<file path="src/rtl/gtp_prbs_pkg.sv">
// Shared definitions for the PRBS generator/checker pair: tap table,
// FSM encoding, statistics counter widths and a popcount helper.
package gtp_prbs_pkg;

  localparam int ERR_CNT_W  = 32;
  localparam int WORD_CNT_W = 48;
  localparam int LOSS_CNT_W = 16;

  typedef enum logic [1:0] {
    ST_PRIME  = 2'd0,
    ST_HUNT   = 2'd1,
    ST_LOCKED = 2'd2
  } prbs_state_e;

  // Second feedback tap for x^ORDER + x^TAP + 1; unknown orders fall back to PRBS-31.
  function automatic int prbs_tap(input int order);
    case (order)
      7:       return 6;
      15:      return 14;
      23:      return 18;
      default: return 28;
    endcase
  endfunction

  function automatic int popcount(input logic [63:0] v);
    int n;
    n = 0;
    for (int i = 0; i < 64; i++) if (v[i]) n++;
    return n;
  endfunction

endpackage

</file>
<file path="src/rtl/prbs_predict.sv">
// Self-synchronising predictor: compares each received bit against the XOR of
// the bits ORDER and TAP earlier in serial order, using in-word bits as they arrive.
module prbs_predict
  import gtp_prbs_pkg::*;
#(
  parameter int DATA_WIDTH = 16,
  parameter int PRBS_ORDER = 31
) (
  input  logic [PRBS_ORDER-1:0] history,
  input  logic [DATA_WIDTH-1:0] rx_data,
  output logic [DATA_WIDTH-1:0] mismatch,
  output logic [PRBS_ORDER-1:0] next_history
);
  localparam int TAP = prbs_tap(PRBS_ORDER);

  // Higher index is earlier in time: chain[DATA_WIDTH] is the newest history bit.
  logic [PRBS_ORDER+DATA_WIDTH-1:0] chain;
  assign chain        = {history, rx_data};
  assign next_history = chain[PRBS_ORDER-1:0];

  always_comb begin
    mismatch = '0;
    for (int p = 0; p < DATA_WIDTH; p++)
      mismatch[p] = chain[p] ^ chain[p+PRBS_ORDER] ^ chain[p+TAP];
    // An all-zero line satisfies the recurrence trivially; flag it as stuck-at-0.
    if (history == '0 && rx_data == '0) mismatch = '1;
  end

endmodule

</file>
<file path="config.mk">
export PLATFORM = sky130hd
export DESIGN_NAME = prbs_predict
export DESIGN_NICKNAME = d
export VERILOG_FILES = /design/src/rtl/gtp_prbs_pkg.sv /design/src/rtl/prbs_predict.sv
export SDC_FILE = /design/constraint.sdc
export NUM_CORES = 1
export LEC_CHECK = 0
export CAP_MARGIN = 25
export CORE_MARGIN = 1.5
export CORE_UTILIZATION = 62
export DETAILED_ROUTE_END_ITERATION = 16
export DONT_BUFFER_PORTS = 1
export GPL_ROUTABILITY_DRIVEN = 0
export GPL_TIMING_DRIVEN = 0
export PLACE_DENSITY_LB_ADDON = 0.1
export SLEW_MARGIN = 40
export SYNTH_ARGS = -nofsm -noshare
export SYNTH_HDL_FRONTEND = slang
export SYNTH_SLANG_ARGS = --single-unit
</file>
<file path="constraint.sdc">
create_clock -name vclk -period 1.5
set_input_delay 0.3 -clock vclk [all_inputs]
set_output_delay 0.3 -clock vclk [all_outputs]
set_load 0.01 [all_outputs]
</file>
==> results of run 1 <==
## stage by stage
step                TNS, ns  worst slack [ns]  hold WS, ns
floorplan             -1.00           -0.0813        0.692
global placement      -5.00            -0.340        0.694
detailed placement    -5.20            -0.353        0.693
## cell families after synthesis
group                     count (synthesis)  synth area share
and+or+nand+nor                          15             0.167
AOI/OAI and AO/OA                        16             0.199
buffers and inverters                    34             0.305
xor gates and xnor gates                 32             0.328
==> impl_metrics.py, run 1 <==
metrics = {
    "yosys": {
        "synth_area_um2": 853,
        "synth_top_cell_area_share": 0.273,
        "yosysSeqAreaShare": 0,
        "ys.warnings.count": 0,
        "ys_types": 12,
        "netlist_top_cells_count": "buf_4 (31), xnor2_1 (16), xor2_1 (16)",
        "synth_nets": 144,
        "synth.avg_cell_area_um2": 8.80,
        "synthCells": 97,
        "synth_top_area_cell": "buf_4",
        "synthMostInstantiatedCell": "buf_4",
        "synth_area_leaders": "buf_4 (27%), xnor2_1 (16%), xor2_1 (16%)",
    },
    "placement": {
        "io_buffers": 0,
        "dp_hpwl_um": 1910,
        "placed_area_um2": 981,
        "dp_cells": 112,
    },
    "clock_tree": {
        "post-cts-setup-buffers": 8,
        "post_cts_resize_count": 39,
        "cts-hold-fix-buffers": 0,
    },
    "floorplan": {
        "die_width_um": 40.1,
        "start_util": 0.664,
        "die_y_um": 40.1,
        "ios": 94,
        "rows": 13,
    },
    "outcome": {
        "status": "stopped before the end",
        "haltStage": "clock tree synthesis (4_1_cts)",
        "firstError": "[ERROR DPL-0038] Utilization greater than 100%, impossible to legalize",
    },
}
==> inputs of run 2 (changes only) <==
--- a/config.mk
+++ b/config.mk
@@ -6,13 +6,13 @@
 export NUM_CORES = 1
 export LEC_CHECK = 0
 export CAP_MARGIN = 25
-export CORE_MARGIN = 1.5
-export CORE_UTILIZATION = 62
+export CORE_AREA = 2 2 63 65
 export DETAILED_ROUTE_END_ITERATION = 16
+export DIE_AREA = 0 0 65 67
 export DONT_BUFFER_PORTS = 1
 export GPL_ROUTABILITY_DRIVEN = 0
 export GPL_TIMING_DRIVEN = 0
-export PLACE_DENSITY_LB_ADDON = 0.1
+export PLACE_DENSITY_LB_ADDON = 0.15
 export SLEW_MARGIN = 40
 export SYNTH_ARGS = -nofsm -noshare
 export SYNTH_HDL_FRONTEND = slang
==> constraint.sdc (replaced) <==
create_clock -name vclk -period 1.95
set_input_delay 0.39 -clock vclk [all_inputs]
set_output_delay 0.39 -clock vclk [all_outputs]
set_load 0.01 [all_outputs]
==> run 2 against run 1 <==
The run now ends clean. Synthesized cell count stayed put. Area after synthesis stayed put.
==> impl_metrics.py, run 2 <==
metrics = {
    "placement": {
        "dp_hpwl_um": 2230,
        "io_buffers": 0,
        "dp_cells": 145,
    },
    "drt": {
        "vias": 699,
        "wl_met3_um": 221,
        "routed-wl-met2_um": 1470,
        "routed_wl_um": 2640,
        "first_iter_violations": 29,
        "wl_per_cell_um": 17.7,
        "firstDrtPassIters": 3,
        "vias_per_cell": 4.69,
        "routed.top_layer": "met3",
        "ant_nets": 0,
        "drc": 0,
        "wl_met1_um": 952,
    },
    "critical_path": {
        "setup.worst_path.start_class": "primary input",
        "cp.required_ns": 1.56,
        "worst_setup_path_end_kind": "primary output",
        "crit_arrival_ns": 1.48,
        "crit_type": "in2out",
        "cp_max_fo": 10,
    },
    "power_and_ir_drop": {
        "p_int_mw": 0.131,
        "leakagePower_nw": 0.354,
        "switching_share": 0.482,
        "vdd_drop_max_uv": 43.6,
        "comb_power_share": 1.000,
        "p_switching_mw": 0.122,
        "power_per_cell_area_nw_per_um2": 243,
        "clock_power_share": 0,
        "seq_power_share": 0,
        "power_mw": 0.253,
    },
    "sta": {
        "worst_pin_slew_ns": 0.339,
        "slew_viol_final": 0,
        "period_needed_ns": 1.87,
        "relSlewSlack": 0.772,
        "post-route-period-util": 0.958,
        "setup_viol": 0,
        "finalHoldViolCount": 0,
        "rsz0062_at_grt": "true",
        "fmax_mhz": 535,
    },
    "min_path": {
        "whs_path_depth": 1,
        "hold_path.class": "in2out",
        "min_to": "next_history[19]",
        "min_from": "history[3]",
    },
    "cells_and_area": {
        "regArea_um2": 0,
        "mostFrequentLayoutCell": "buf_4",
        "final_core_utilization": 0.289,
        "drive_above_1_share": 0.634,
        "layout_common_cells": "buf_4 (35), xor2_1 (16), xnor2_1 (16), o31ai_2 (11), nor4_2 (7)",
        "n_antenna_cell": 0,
        "final_nets": 150,
        "nFlopsAndLatches": 0,
        "clock_buffers": 0,
        "fillers": 375,
        "finalNonFillerCells": 149,
        "syn_to_final_growth_pct": 22.0,
    },
    "yosys": {
        "ys_types": 12,
        "synth_area_um2": 853,
        "synth.avg_cell_area_um2": 8.80,
        "synthMostInstantiatedCell": "buf_4",
        "synth_area_leaders": "buf_4 (27%), xnor2_1 (16%), xor2_1 (16%)",
        "ys.warnings.count": 0,
        "synth_nets": 144,
        "yosysSeqAreaShare": 0,
        "synth_top_cell_area_share": 0.273,
        "netlist_top_cells_count": "buf_4 (31), xnor2_1 (16), xor2_1 (16)",
        "synth_top_area_cell": "buf_4",
        "synthCells": 97,
    },
    "floorplan": {
        "die_width_um": 65,
        "ios": 94,
        "start_util": 0.237,
        "rows": 22,
        "core_area_um2": 3610,
        "die_area_um2": 4360,
        "die_y_um": 67,
    },
    "outcome": {
        "status": "finished clean",
    },
    "global_route": {
        "grt_max_degree": 11,
        "grt_pass1_wl_um": 3500,
        "grt_usage": 0.102,
        "grt-ovfl-total": 0,
        "antenna_found_initial": 0,
        "grt_pass1_vias": 674,
    },
    "clock_tree": {
        "cts-hold-fix-buffers": 0,
    },
    "run": {
        "drv_cap": 0,
    },
}
[run 2: cell counts after synthesis]
Identical to the previous run, type by type.
[run 2: kinds of logic after synthesis]
| kind of cell | count (synthesis) | synth area share |
|---|---|---|
| simple gates | 15 | 0.167 |
| compound gates | 16 | 0.199 |
| xor+xnor | 32 | 0.328 |
| buf+inv | 34 | 0.305 |
[run 2: power by group through the flow]
stage	Sequential, mW	Clock [mW]	Combinational (mW)
floorplan	0	0	0.211
global placement	0	0	0.232
detailed placement	0	0	0.232
CTS	0	0	0.242
global route	0	0	0.269
finish	0	0	0.253
[run 2: metrics by stage]
stage	hold slack, ns	area [um^2]	setup WS, ns	setup TNS [ns]
final	0.873	1040	0.0824	0
after global routing	0.874	1040	0.00195	0
after CTS	0.873	973	0.0320	0
after detailed placement	0.873	913	-0.308	-3.72
after global placement	0.875	913	-0.291	-3.49
after floorplan	0.872	853	0.152	0
[run 2: critical path, stage by stage]
cell	delay (ns)
nor4_1	0.30
nand4_1	0.17
clkbuf_4	0.28
o31ai_2	0.33
[run 2: how the worst max path moves through the flow]
| stage | start | endpoint | slack (ns) |
|---|---|---|---|
| 5_1_grt | history[4] | mismatch[9] | 0.002 |
| 6_report | rx_data[6] | mismatch[9] | 0.08 |
| 3_3_place_gp | history[4] | mismatch[6] | -0.29 |
| 2_1_floorplan | history[1] | mismatch[10] | 0.15 |
| 3_5_place_dp | history[4] | mismatch[7] | -0.31 |
| 4_1_cts | history[4] | mismatch[7] | 0.03 |
[run 2: per-layer routing]
metal,GRT usage,up-vias
met5,0,-
met4,0,0
met3,0.0169,0
met2,0.197,38
met1,0.124,333
li1,-,328
[run 2: area by class of cell]
| type | instances | area, um^2 | area share |
|---|---|---|---|
| Multi-Input combinational cell | 63 | 688 | 0.661 |
| Buffer | 34 | 263 | 0.252 |
| Tap cell | 48 | 60.1 | 0.0577 |
| Timing Repair Buffer | 4 | 30.0 | 0.0288 |
[run 2: repair_timing]
action / CTS / global route
resized for setup: 6 / 9
buffers inserted: 4 / 0
endpoints found under the setup margin: 16 / 15
pin swaps: 3 / 0
(Power assumes the default switching activity.)
